File: config.mk
export PLATFORM = sky130hd
export DESIGN_NAME = ysyx_23060025_icache
export DESIGN_NICKNAME = d
export VERILOG_FILES = /design/src/rtl/ysyx_23060025_icache_pkg.sv /design/src/rtl/ysyx_23060025_icache_data_array.sv /design/src/rtl/ysyx_23060025_icache.sv
export SDC_FILE = /design/constraint.sdc
export NUM_CORES = 2
export LEC_CHECK = 0
export BUFFER_PORTS_ARGS = -buffer_cell sky130_fd_sc_hd__buf_4
export CORE_AREA = 2 2 430 539
export CTS_CLUSTER_SIZE = 28
export DETAILED_ROUTE_END_ITERATION = 8
export DIE_AREA = 0 0 432 541
export PLACE_DENSITY = 0.68
export SLEW_MARGIN = 20
export SYNTH_ARGS = -nofsm -noshare
export SYNTH_HDL_FRONTEND = slang
export SYNTH_SLANG_ARGS = --single-unit
export TNS_END_PERCENT = 20
File: constraint.sdc
create_clock -name clock -period 3.9 [get_ports clock]
set_input_delay 0 -clock clock [delete_from_list [all_inputs] [get_ports clock]]
set_output_delay 0 -clock clock [all_outputs]
set_load 0.03 [all_outputs]
File: src/rtl/ysyx_23060025_icache_pkg.sv
// Shared parameters, FSM encoding and AXI constants for the instruction cache.
// Optional feature macro used by the cache: YSYX_ICACHE_FENCEI_EN.
package ysyx_23060025_icache_pkg;

  localparam int ADDR_WIDTH   = 32;
  localparam int DATA_WIDTH   = 32;
  localparam int OFFSET_WIDTH = 4;
  localparam int INDEX_WIDTH  = 4;
  localparam int TAG_WIDTH    = ADDR_WIDTH - INDEX_WIDTH - OFFSET_WIDTH;
  localparam int WORD_WIDTH   = OFFSET_WIDTH - 2;
  localparam int NUM_LINES    = 1 << INDEX_WIDTH;
  localparam int LINE_WORDS   = 1 << WORD_WIDTH;

  localparam logic [1:0] AXI_BURST_INCR = 2'b01;
  localparam logic [2:0] AXI_SIZE_4B    = 3'b010;
  localparam logic [1:0] AXI_RESP_OKAY  = 2'b00;
  localparam logic [7:0] AXI_LEN_LINE   = 8'(LINE_WORDS - 1);

  // Word address: byte address with the always-zero bits [1:0] dropped.
  typedef logic [ADDR_WIDTH-1:2] waddr_t;

  typedef enum logic [2:0] {
    ST_IDLE   = 3'd0,
    ST_LOOKUP = 3'd1,
    ST_AR_REQ = 3'd2,
    ST_R_FILL = 3'd3,
    ST_RESP   = 3'd4
  } state_e;

  function automatic logic [ADDR_WIDTH-1:0] line_base(input logic [TAG_WIDTH-1:0] tag,
                                                      input logic [INDEX_WIDTH-1:0] idx);
    return {tag, idx, {OFFSET_WIDTH{1'b0}}};
  endfunction

endpackage

File: src/rtl/ysyx_23060025_icache_data_array.sv
// Line storage for the instruction cache: one write port fed by the refill
// beats, one asynchronous read port shared by lookup and response.
module ysyx_23060025_icache_data_array
  import ysyx_23060025_icache_pkg::*;
#(
  parameter int IDX_W  = INDEX_WIDTH,
  parameter int WORD_W = WORD_WIDTH,
  parameter int DW     = DATA_WIDTH
) (
  input  logic              clock,
  input  logic              we,
  input  logic [IDX_W-1:0]  w_idx,
  input  logic [WORD_W-1:0] w_word,
  input  logic [DW-1:0]     w_data,
  input  logic [IDX_W-1:0]  r_idx,
  input  logic [WORD_W-1:0] r_word,
  output logic [DW-1:0]     r_data
);

  logic [DW-1:0] mem_r [1 << IDX_W][1 << WORD_W];

  // Refill beat write; contents are meaningful only under a set valid bit.
  always_ff @(posedge clock) begin
    if (we) begin
      mem_r[w_idx][w_word] <= w_data;
    end
  end

  assign r_data = mem_r[r_idx][r_word];

endmodule

File: src/rtl/ysyx_23060025_icache.sv
// Direct-mapped read-only instruction cache with AXI4 INCR line refill.
// Define YSYX_ICACHE_FENCEI_EN to let fencei_i invalidate every line.
module ysyx_23060025_icache
  import ysyx_23060025_icache_pkg::*;
(
  input  logic                  clock,
  input  logic                  reset,
  input  logic [ADDR_WIDTH-1:0] in_paddr,
  input  logic                  in_psel,
  output logic                  out_pready,
  output logic [DATA_WIDTH-1:0] out_prdata,
  input  logic                  fencei_i,
  output logic [ADDR_WIDTH-1:0] araddr,
  output logic                  arvalid,
  input  logic                  arready,
  output logic [7:0]            arlen,
  output logic [2:0]            arsize,
  output logic [1:0]            arburst,
  input  logic [DATA_WIDTH-1:0] rdata,
  input  logic [1:0]            rresp,
  input  logic                  rvalid,
  input  logic                  rlast,
  output logic                  rready
);

  state_e                  state_r, state_nxt_s;
  waddr_t                  req_addr_r, lk_addr_s;
  logic [NUM_LINES-1:0]    valid_r;
  logic [TAG_WIDTH-1:0]    tag_r [NUM_LINES];
  logic [WORD_WIDTH-1:0]   beat_cnt_r;
  logic                    err_r;
  logic                    pready_r, pready_nxt_s, arvalid_r, arvalid_nxt_s, rready_r, rready_nxt_s;
  logic [DATA_WIDTH-1:0]   prdata_r, prdata_nxt_s, rd_data_s;
  logic [ADDR_WIDTH-1:0]   araddr_r, araddr_nxt_s;
  logic [INDEX_WIDTH-1:0]  lk_idx_s, req_idx_s;
  logic [TAG_WIDTH-1:0]    lk_tag_s, req_tag_s;
  logic [WORD_WIDTH-1:0]   lk_word_s, req_word_s;
  logic                    hit_s, beat_fire_s, last_fire_s, ar_fire_s, fill_ok_s;
  logic                    fence_now_s, clear_all_s, unused_s;

  assign req_idx_s   = req_addr_r[OFFSET_WIDTH+INDEX_WIDTH-1:OFFSET_WIDTH];
  assign req_tag_s   = req_addr_r[ADDR_WIDTH-1:OFFSET_WIDTH+INDEX_WIDTH];
  assign req_word_s  = req_addr_r[OFFSET_WIDTH-1:2];
  assign ar_fire_s   = arvalid_r & arready;
  assign beat_fire_s = rready_r & rvalid;
  assign last_fire_s = beat_fire_s & rlast;
  // A short burst (early rlast) or any error beat leaves the line invalid.
  assign fill_ok_s   = ~err_r & (rresp == AXI_RESP_OKAY) & (beat_cnt_r == WORD_WIDTH'(LINE_WORDS - 1));

`ifdef YSYX_ICACHE_FENCEI_EN
  logic flush_pend_r;

  assign fence_now_s = fencei_i;
  assign clear_all_s = (fencei_i & ((state_r == ST_IDLE) | (state_r == ST_LOOKUP)))
                     | ((state_r == ST_RESP) & (flush_pend_r | fencei_i));
  assign unused_s    = ^in_paddr[1:0];

  // Fence seen while a refill is in flight is deferred to the return to IDLE.
  always_ff @(posedge clock) begin
    if (reset) begin
      flush_pend_r <= 1'b0;
    end else if (state_r == ST_RESP) begin
      flush_pend_r <= 1'b0;
    end else if (fencei_i & ((state_r == ST_AR_REQ) | (state_r == ST_R_FILL))) begin
      flush_pend_r <= 1'b1;
    end
  end
`else
  assign fence_now_s = 1'b0;
  assign clear_all_s = 1'b0;
  assign unused_s    = ^{in_paddr[1:0], fencei_i};
`endif

  // Lookup address: the live fetch address in IDLE, the held request otherwise.
  always_comb begin
    lk_addr_s = req_addr_r;
    if (state_r == ST_IDLE) begin
      lk_addr_s = in_paddr[ADDR_WIDTH-1:2];
    end else begin
      lk_addr_s = req_addr_r;
    end
    lk_idx_s  = lk_addr_s[OFFSET_WIDTH+INDEX_WIDTH-1:OFFSET_WIDTH];
    lk_tag_s  = lk_addr_s[ADDR_WIDTH-1:OFFSET_WIDTH+INDEX_WIDTH];
    lk_word_s = lk_addr_s[OFFSET_WIDTH-1:2];
    hit_s     = valid_r[lk_idx_s] & (tag_r[lk_idx_s] == lk_tag_s) & ~fence_now_s;
  end

  ysyx_23060025_icache_data_array u_data (
    .clock  (clock),
    .we     (beat_fire_s),
    .w_idx  (req_idx_s),
    .w_word (beat_cnt_r),
    .w_data (rdata),
    .r_idx  (lk_idx_s),
    .r_word (lk_word_s),
    .r_data (rd_data_s)
  );

  // State register.
  always_ff @(posedge clock) begin
    if (reset) state_r <= ST_IDLE;
    else       state_r <= state_nxt_s;
  end

  // Next-state logic; in LOOKUP the registered pready carries the hit decision.
  always_comb begin
    state_nxt_s = state_r;
    case (state_r)
      ST_IDLE:   state_nxt_s = in_psel ? ST_LOOKUP : ST_IDLE;
      ST_LOOKUP: state_nxt_s = pready_r ? ST_IDLE : ST_AR_REQ;
      ST_AR_REQ: state_nxt_s = ar_fire_s ? ST_R_FILL : ST_AR_REQ;
      ST_R_FILL: state_nxt_s = last_fire_s ? ST_RESP : ST_R_FILL;
      ST_RESP:   state_nxt_s = ST_IDLE;
      default:   state_nxt_s = ST_IDLE;
    endcase
  end

  // Output lookahead: values the registered outputs take on the next edge.
  always_comb begin
    pready_nxt_s  = 1'b0;
    prdata_nxt_s  = prdata_r;
    arvalid_nxt_s = arvalid_r;
    araddr_nxt_s  = araddr_r;
    rready_nxt_s  = rready_r;
    case (state_r)
      ST_IDLE: begin
        if (in_psel & hit_s) begin
          pready_nxt_s = 1'b1;
          prdata_nxt_s = rd_data_s;
        end else begin
          pready_nxt_s = 1'b0;
        end
      end
      ST_LOOKUP: begin
        if (!pready_r) begin
          arvalid_nxt_s = 1'b1;
          araddr_nxt_s  = line_base(req_tag_s, req_idx_s);
        end else begin
          arvalid_nxt_s = 1'b0;
        end
      end
      ST_AR_REQ: begin
        if (arready) begin
          arvalid_nxt_s = 1'b0;
          rready_nxt_s  = 1'b1;
        end else begin
          arvalid_nxt_s = 1'b1;
        end
      end
      ST_R_FILL: begin
        if (last_fire_s) begin
          rready_nxt_s = 1'b0;
          pready_nxt_s = 1'b1;
          prdata_nxt_s = (beat_cnt_r == req_word_s) ? rdata : rd_data_s;
        end else begin
          rready_nxt_s = 1'b1;
        end
      end
      ST_RESP: pready_nxt_s = 1'b0;
      default: begin
        arvalid_nxt_s = 1'b0;
        rready_nxt_s  = 1'b0;
      end
    endcase
  end

  // Registered port outputs.
  always_ff @(posedge clock) begin
    if (reset) begin
      pready_r  <= 1'b0;
      prdata_r  <= {DATA_WIDTH{1'b0}};
      arvalid_r <= 1'b0;
      araddr_r  <= {ADDR_WIDTH{1'b0}};
      rready_r  <= 1'b0;
    end else begin
      pready_r  <= pready_nxt_s;
      prdata_r  <= prdata_nxt_s;
      arvalid_r <= arvalid_nxt_s;
      araddr_r  <= araddr_nxt_s;
      rready_r  <= rready_nxt_s;
    end
  end

  // Request capture and refill beat bookkeeping.
  always_ff @(posedge clock) begin
    if (reset) begin
      req_addr_r <= {(ADDR_WIDTH-2){1'b0}};
      beat_cnt_r <= {WORD_WIDTH{1'b0}};
      err_r      <= 1'b0;
    end else begin
      if ((state_r == ST_IDLE) & in_psel) req_addr_r <= in_paddr[ADDR_WIDTH-1:2];
      if (ar_fire_s) begin
        beat_cnt_r <= {WORD_WIDTH{1'b0}};
        err_r      <= 1'b0;
      end else if (beat_fire_s) begin
        beat_cnt_r <= beat_cnt_r + WORD_WIDTH'(1);
        err_r      <= err_r | (rresp != AXI_RESP_OKAY);
      end
    end
  end

  // Valid bits: reset and fence clear everything, a finished refill sets one line.
  always_ff @(posedge clock) begin
    if (reset | clear_all_s) valid_r <= {NUM_LINES{1'b0}};
    else if (last_fire_s)    valid_r[req_idx_s] <= fill_ok_s;
  end

  // Tag array, not reset.
  always_ff @(posedge clock) begin
    if (last_fire_s) tag_r[req_idx_s] <= req_tag_s;
  end

  assign out_pready = pready_r;
  assign out_prdata = prdata_r;
  assign arvalid    = arvalid_r;
  assign araddr     = araddr_r;
  assign rready     = rready_r;
  assign arlen      = AXI_LEN_LINE;
  assign arsize     = AXI_SIZE_4B;
  assign arburst    = AXI_BURST_INCR;

endmodule
After elaboration in Yosys (flattened, before gate mapping)
Memories as Yosys holds them, arrays and structs flattened.
Index checks and enable logic that the tools add are counted.
{"block": "word_totals", "ff_bits": 115, "ramBits": 2432, "in_bits": 73, "out_inout_bits": 80, "word_cells": 87, "memories": 2}
{"name": "u_data.mem_r", "depth": 16, "word_bits": 128, "rd": 1, "rd_clocked_by_memory_dff": 0, "wr": 1, "line_no": "ysyx_23060025_icache_data_array.sv:20", "source": "logic [DW-1:0] mem_r [1 << IDX_W][1 << WORD_W];"}
{"name": "tag_r", "depth": 16, "word_bits": 24, "rd": 1, "rd_clocked_by_memory_dff": 0, "wr": 1, "line_no": "ysyx_23060025_icache.sv:29", "source": "logic [TAG_WIDTH-1:0] tag_r [NUM_LINES];"}
{"block": "classes", "n_addsub": 1, "order_cmp": 6, "eq_ne": 10, "n_mux": 32, "bitwise": 14, "n_reduce_logical": 12}
{"cell": "$mux W32", "count": 6}
{"cell": "$mux W128", "count": 1}
{"cell": "$bmux W32 S2", "count": 1}
{"cell": "$demux W32 S2", "count": 1}
{"cell": "$pmux W32 S2", "count": 1}
{"cell": "$mux W30", "count": 1}
{"cell": "$eq A24 B24 Y1", "count": 1}
{"cell": "$bwmux W16", "count": 1}
{"cell": "$mux W1", "count": 12}
{"cell": "$pmux W3 S4", "count": 1}
{"cell": "$lt A4 B5 Y1 const B", "count": 2}
{"cell": "$and A1 B1 Y1", "count": 8}
{"cell": "$eq A3 B2 Y1 const B", "count": 2}
{"cell": "$ge A3 B3 Y1 const B", "count": 2}
{"cell": "$not A2 Y3", "count": 2}
{"cell": "$pmux W1 S3", "count": 2}
{"cell": "$reduce_or A3 Y1", "count": 2}
{"cell": "$bmux W1 S4", "count": 1}
{"cell": "$demux W1 S4", "count": 1}
{"cell": "$ge A4 B1 Y1 const B", "count": 1}
{"cell": "$ne A2 B2 Y1 const B", "count": 2}
{"cell": "$reduce_and A2 Y1", "count": 2}
{"cell": "$reduce_bool A2 Y1", "count": 2}
{"cell": "$eq A3 B1 Y1 const B", "count": 1}
{"cell": "other kinds (16)", "count": 19}

Longest topological paths before layout
{"block": "depth", "ltp_word": 9, "depth_mapped": 20}

Hierarchy
From an unflattened synthesis, not the netlist that was laid out.
{"block": "unflattened", "cells_unflattened": 5030, "area_unflattened_um2": 98729.7}
{"mod": "ysyx_23060025_icache_data_array", "n_inst": 1, "cells_each": 3348, "area_per_inst_um2": 77635.7, "seq_area_each_um2": 61499.0}
{"mod": "ysyx_23060025_icache", "n_inst": 1, "cells_each": 1682, "area_per_inst_um2": 21094.0, "seq_area_each_um2": 13833.3}

Least setup slack after synthesis
OpenSTA, ideal clock, no wires.
{"block": "synth_timing", "kind": "register -> register", "from": "reg req_addr_r[2]", "to": "mem u_data.mem_r[13][100] (netlist bit), enable pin", "setup_time_ps": 421, "arrival_time_ps": 3317, "setup_slack_ps": 161, "path_stages_with_launch": 8, "path_buffers": 4, "synth_period_minus_slack_ps": 3739, "path_cell_list": "dfxtp_1 -> buf_2 -> clkbuf_1 -> buf_2 -> clkbuf_1 -> nor2b_1 -> nand3_1 -> nor2_1"}
{"element": "start: declaration", "line_no": "ysyx_23060025_icache.sv:27", "source": "waddr_t req_addr_r, lk_addr_s;"}
{"element": "start signal: assignment", "line_no": "ysyx_23060025_icache.sv:187", "source": "req_addr_r <= {(ADDR_WIDTH-2){1'b0}};"}
{"element": "start signal: assignment", "line_no": "ysyx_23060025_icache.sv:191", "source": "if ((state_r == ST_IDLE) & in_psel) req_addr_r <= in_paddr[ADDR_WIDTH-1:2];"}
{"element": "end: declaration", "line_no": "ysyx_23060025_icache_data_array.sv:20"}
Straight into the memory's write port.

Worst setup path in the final report
{"block": "layout_timing", "from": "reg state_r[2]", "to": "reg prdata_r[31], in the netlist out_prdata[31]"}
{"block": "layout_via", "elab_chain_cells": 9, "word_cells_on_any_way": 22}
{"element": "start: declaration", "line_no": "ysyx_23060025_icache.sv:26", "source": "state_e state_r, state_nxt_s;"}
{"element": "start signal: assignment", "line_no": "ysyx_23060025_icache.sv:102", "source": "else state_r <= state_nxt_s;"}
{"element": "$logic_not A3 Y1", "line_no": "ysyx_23060025_icache.sv:77, ysyx_23060025_icache.sv:125"}
{"element": "$mux W30", "line_no": "ysyx_23060025_icache.sv:77", "source": "if (state_r == ST_IDLE) begin"}
{"element": "$mem_v2 Z16 W128 or $not A2 Y3 (tied branches)"}
{"element": "$bmux W32 S2", "line_no": "ysyx_23060025_icache_data_array.sv:29", "source": "assign r_data = mem_r[r_idx][r_word];"}
{"element": "$mux W32 (not written as such) (2 in a row)", "line_no": "ysyx_23060025_icache_data_array.sv:29"}
{"element": "$mux W32", "line_no": "ysyx_23060025_icache.sv:154", "source": "prdata_nxt_s = (beat_cnt_r == req_word_s) ? rdata : rd_data_s;"}
{"element": "$mux W32", "line_no": "ysyx_23060025_icache.sv:151", "source": "if (last_fire_s) begin"}
{"element": "$pmux W32 S2", "line_no": "ysyx_23060025_icache.sv:125", "source": "case (state_r)"}
{"element": "end signal: assignment", "line_no": "ysyx_23060025_icache.sv:171", "source": "prdata_r <= {DATA_WIDTH{1'b0}};"}
{"element": "end signal: assignment", "line_no": "ysyx_23060025_icache.sv:177", "source": "prdata_r <= prdata_nxt_s;"}
{"element": "end: declaration", "line_no": "ysyx_23060025_icache.sv:33", "source": "logic [DATA_WIDTH-1:0] prdata_r, prdata_nxt_s, rd_data_s;"}
Several ways; a longest one is shown, not always the timed one. The select of a mux whose other input is x is not followed.
A chain may end at the register's enable or synchronous reset.

==> flow_summary_export.csv <==
group,metric,value,unit
status,run_status,"complete, but fails checks",
status,failed_checks,"setup timing",
power,fin_total_pwr,61.22,mW
setup_path,worstSetupEndpoint,"out_prdata[31]",
timing,worst-slew-pin-transition,1.216,ns
min_path,min-delay-path-class,"in2reg",
detailed_routing,initial_drt_markers,9294,
place,placement.cell_area,111400,sq um
floorplanning,fp.dieArea,233700,sq um
setup_path,r2r-start,"state_r[2]",
setup_path,setup.worst_path.start,"state_r[2]",
power,power_frac_seq,49.2,%
floorplanning,fp.coreArea,229000,sq um
finish,regArea,75340,sq um
global_route,grt_max_degree,108,
floorplanning,std_cell_rows,197,
global_route,grt_remaining_overflow,0,
cts,clock_insertion_delay_worst_skew,0.93,ns
timing,hold_violations,0,
setup_path,depth_of_the_worst_register_to_register_path,15,
floorplanning,die_h,541,um
detailed_routing,detailedRoute.firstPassIterationCount,6,
place,gp_congestion,0.9625,
cts,clock_path_buffers,4,
cts,tritoncts,"built",
setup_path,timing.critical_path.required,4.66,ns
logic_synthesis,postSynth.asyncResetShare,0,%
setup_path,worst_path_max_delay_cell,"sky130_fd_sc_hd__a211oi_1",
cts,number_of_buffers_created_by_cts,237,
place,pre_cts_slack,-0.2973,ns
detailed_routing,detail_route.wirelength,335300,um
setup_path,path_common_cell,"sky130_fd_sc_hd__buf_6",
setup_path,setup.worst_path.end_class,"flop",
global_route,number_of_global_route_vias_before_repair,65060,
setup_path,crit_chain,"buf_12, or4b_4, buf_6, buf_6, buf_16, buf_6, and3_1, a211oi_1, a31oi_1, a211oi_1, o32ai_1, o32ai_1, nor2_1, nand4_1, nand4_1",
power,pwr_density_cell,501.5,nW/um^2
global_route,antenna_found_initial,19,
power,pwr-share-comb,14.3,%
cts,cts.root.buffer_cell,"sky130_fd_sc_hd__clkbuf_16",
run,timing.max_cap.violations,0,
setup_path,critical_path_peak_fanout,23,
setup_path,worst_setup_start_kind,"flop",
logic_synthesis,postSynthCellCount,6925,
finish,num-nets-final,7744,
detailed_routing,wl_per_cell,30.90,um
logic_synthesis,synthesis.yosys.warnings,0,
logic_synthesis,synth_cell_type_count,83,
power,sw_frac_of_total,25.69,%
timing,min_period_over_period,101.0,%
power,cellInternalPower,45.50,mW
timing,setup_ws,-0.04062,ns
power,clock_power_share,36.5,%
power,leakage,42.16,nW
timing,unrepaired_setup_endpoints_after_global_routing,"true",
timing,timing.clock.skew,0.09852,ns
timing,achievable-frequency,253.8,MHz
power,netSwitchingPower,15.73,mW
timing,slew_viol_final,0,
detailed_routing,via_count,67820,
logic_synthesis,post_synth.cell_area_avg,14.81,sq um
setup_path,criticalPathCategory,"reg2reg",
floorplanning,io-pin-count,153,
setup_path,max_stage_delay,0.68,ns
logic_synthesis,postSynthRegisterBits,2547,
power,ir_drop,0.3726,mV
logic_synthesis,synth_area,102600,sq um
setup_path,reg2reg_setup_slack,-0.04,ns
finish,fillCellCount,18030,
finish,fin_util,53.31,%
detailed_routing,drc_errors,0,
global_route,grt_use_total,27.72,%
setup_path,data_arrival_time_of_the_critical_path,4.70,ns
timing,final_period_minus_worst_setup_slack,3.941,ns
finish,multi_input_comb_area,26130,sq um
logic_synthesis,synth-edff-count,2432,
place,hpwlAfterDp,200500,um
floorplanning,initial_core_util,44.79,%
timing,setup_viol,3,
detailed_routing,via_density_per_instance,6.250,
finish,final_cell_area,122100,sq um
floorplanning,die-width,432,um
place,placement.io_buffers,132,
finish,layout-drive-gt1-share,18.86,%
timing,maxSlewHeadroom,18.71,%
detailed_routing,antenna_left,0,
cts,clock_transition_at_the_registers_of_the_reported_paths,0.06,ns
cts,h-tree-depth,4,
cts,clock_sink_count,2547,
setup_path,worstReg2RegEnd,"out_prdata[31]",
global_route,grt_pass1_wl,467200,um
logic_synthesis,synth_sequential_area_ratio,73.45,%
finish,layout-area-overhead-vs-synth,19.03,%
logic_synthesis,synth_top_flop_cell,"sky130_fd_sc_hd__edfxtp_1",
timing,finalSetupTns,-0.05472,ns
layer usage:
| layer | wire length [um] | GRT usage [%] | part of all wire, % | vias to the layer above |
|---|---|---|---|---|
| met5 | 83 | 0 | 0.025 | - |
| met4 | 29350 | 20.26 | 8.8 | 12 |
| met3 | 32030 | 4.807 | 9.6 | 1053 |
| met2 | 157100 | 44.43 | 47 | 4158 |
| met1 | 116700 | 33.85 | 35 | 34190 |
| li1 | - | - | - | 28400 |
registers in the layout, indices dropped and copies added (netlist names), 2 cells and up:
register / flops
tag_r: 384
out_prdata: 32
u_data.mem_r: 2048
req_addr_r: 30
state_r: 3
araddr: 28
beat_cnt_r: 2
valid_r: 16
worst min-delay path by stage:
stage / from / endpoint / slack, ns / depth (start not counted)
final: rdata[1] / u_data.mem_r[1][33] / 0.06 / 2
after global routing: rdata[1] / u_data.mem_r[0][33] / 0.05 / 2
after CTS: rdata[1] / u_data.mem_r[0][33] / 0.01 / 2
after detailed placement: in_paddr[25] / req_addr_r[23] / 0.27 / 3
after global placement: in_paddr[23] / req_addr_r[21] / 0.26 / 3
after floorplan: rdata[0] / u_data.mem_r[0][0] / 0.1 / 0
critical path: cells and delay by family (launching register included):
family                 cells  cell delay, ns
AOI/OAI and AO/OA          5            1.48
buffers and inverters      5            0.90
DFF                        1            0.35
and+or+nand+nor            5            1.04
repair_timing:
item	in CTS	in global routing
hold buffers	161	0
gates resized for setup	57	116
endpoints found under the setup margin	33	33
gates cloned	4	9
buffers inserted	11	54
pin swaps	10	16
endpoints found under the hold margin	2135	0
power groups by stage:
stage	logic [mW]	registers, mW	clock network [mW]
2_1_floorplan	3.98	30.7	0
3_3_place_gp	7.77	30.7	0
3_5_place_dp	7.86	30.7	0
4_1_cts	8.19	30.1	22.5
5_1_grt	9.07	30.1	23.5
6_report	8.76	30.1	22.4
synth_stat cells, drive strengths merged (139+ instances only):
cell type     n  share of area, %
nand3       331               1.6
buf         273               1.6
edfxtp     2432                71
o21ai       169              0.82
and3        199               1.2
nor2        224              0.82
clkbuf      214              0.78
nand2       992               3.7
mux2i       497               4.9
a211oi      193               1.4
o22ai       181               1.1
a21oi       240               1.2
a31oi       139              0.85
stage by stage:
stage / hold slack [ns] / std cells
4_1_cts: 0.01362 / 10780
5_1_grt: 0.04775 / 10850
2_1_floorplan: 0.09887 / 6940
3_5_place_dp: 0.2691 / 10170
6_report: 0.06069 / 10850
3_3_place_gp: 0.2576 / 10170
final cells by class:
| cell class | instances | area share, % |
|---|---|---|
| inverter | 12 | 0.03690 |
| clock buffer | 295 | 5.153 |
| tap | 2985 | 3.059 |
| antenna | 8 | 0.01640 |
| clock inverter | 135 | 0.9040 |
| timing repair buffer | 974 | 7.715 |
| sequential | 2547 | 61.72 |
| multi-input combinational | 3895 | 21.40 |
cell usage in the layout, fill, tap and decap left out, types with 30 or more instances in the layout:
| cell type | count |
|---|---|
| sky130_fd_sc_hd__a21oi_1 | 236 |
| sky130_fd_sc_hd__o21ai_0 | 151 |
| sky130_fd_sc_hd__or3_1 | 37 |
| sky130_fd_sc_hd__a211oi_1 | 184 |
| sky130_fd_sc_hd__o211ai_1 | 41 |
| sky130_fd_sc_hd__nor2_1 | 135 |
| sky130_fd_sc_hd__a31oi_1 | 136 |
| sky130_fd_sc_hd__dlygate4sd3_1 | 161 |
| sky130_fd_sc_hd__nor2_4 | 82 |
| sky130_fd_sc_hd__and3_1 | 199 |
| sky130_fd_sc_hd__buf_4 | 675 |
| sky130_fd_sc_hd__a22oi_1 | 87 |
| sky130_fd_sc_hd__mux2i_1 | 489 |
| sky130_fd_sc_hd__clkinv_2 | 54 |
| sky130_fd_sc_hd__nand3_1 | 330 |
| sky130_fd_sc_hd__a32oi_1 | 30 |
| sky130_fd_sc_hd__nand2_1 | 982 |
| sky130_fd_sc_hd__clkinv_1 | 35 |
| sky130_fd_sc_hd__o22ai_1 | 178 |
| sky130_fd_sc_hd__nor3b_1 | 39 |
| sky130_fd_sc_hd__mux4_2 | 82 |
| sky130_fd_sc_hd__edfxtp_1 | 2432 |
| sky130_fd_sc_hd__clkbuf_1 | 46 |
| sky130_fd_sc_hd__clkbuf_16 | 247 |
| sky130_fd_sc_hd__buf_12 | 85 |
| sky130_fd_sc_hd__dfxtp_1 | 110 |
cells by family (layout without fill, tap and decap cells):
group / count (synthesis) / count (layout) / synth area share (%)
DFF: 2547 / 2547 / 73.45
and+or+nand+nor: 1990 / 1991 / 8.938
AOI/OAI and AO/OA: 1268 / 1268 / 8.159
muxes: 597 / 597 / 6.849
buffers and inverters: 499 / 1416 / 2.390
xor gates and xnor gates: 18 / 18 / 0.1537
adders and majority gates: 4 / 4 / 0.04880
other: 2 / 25 / 0.007323
(Power assumes the default switching activity.)
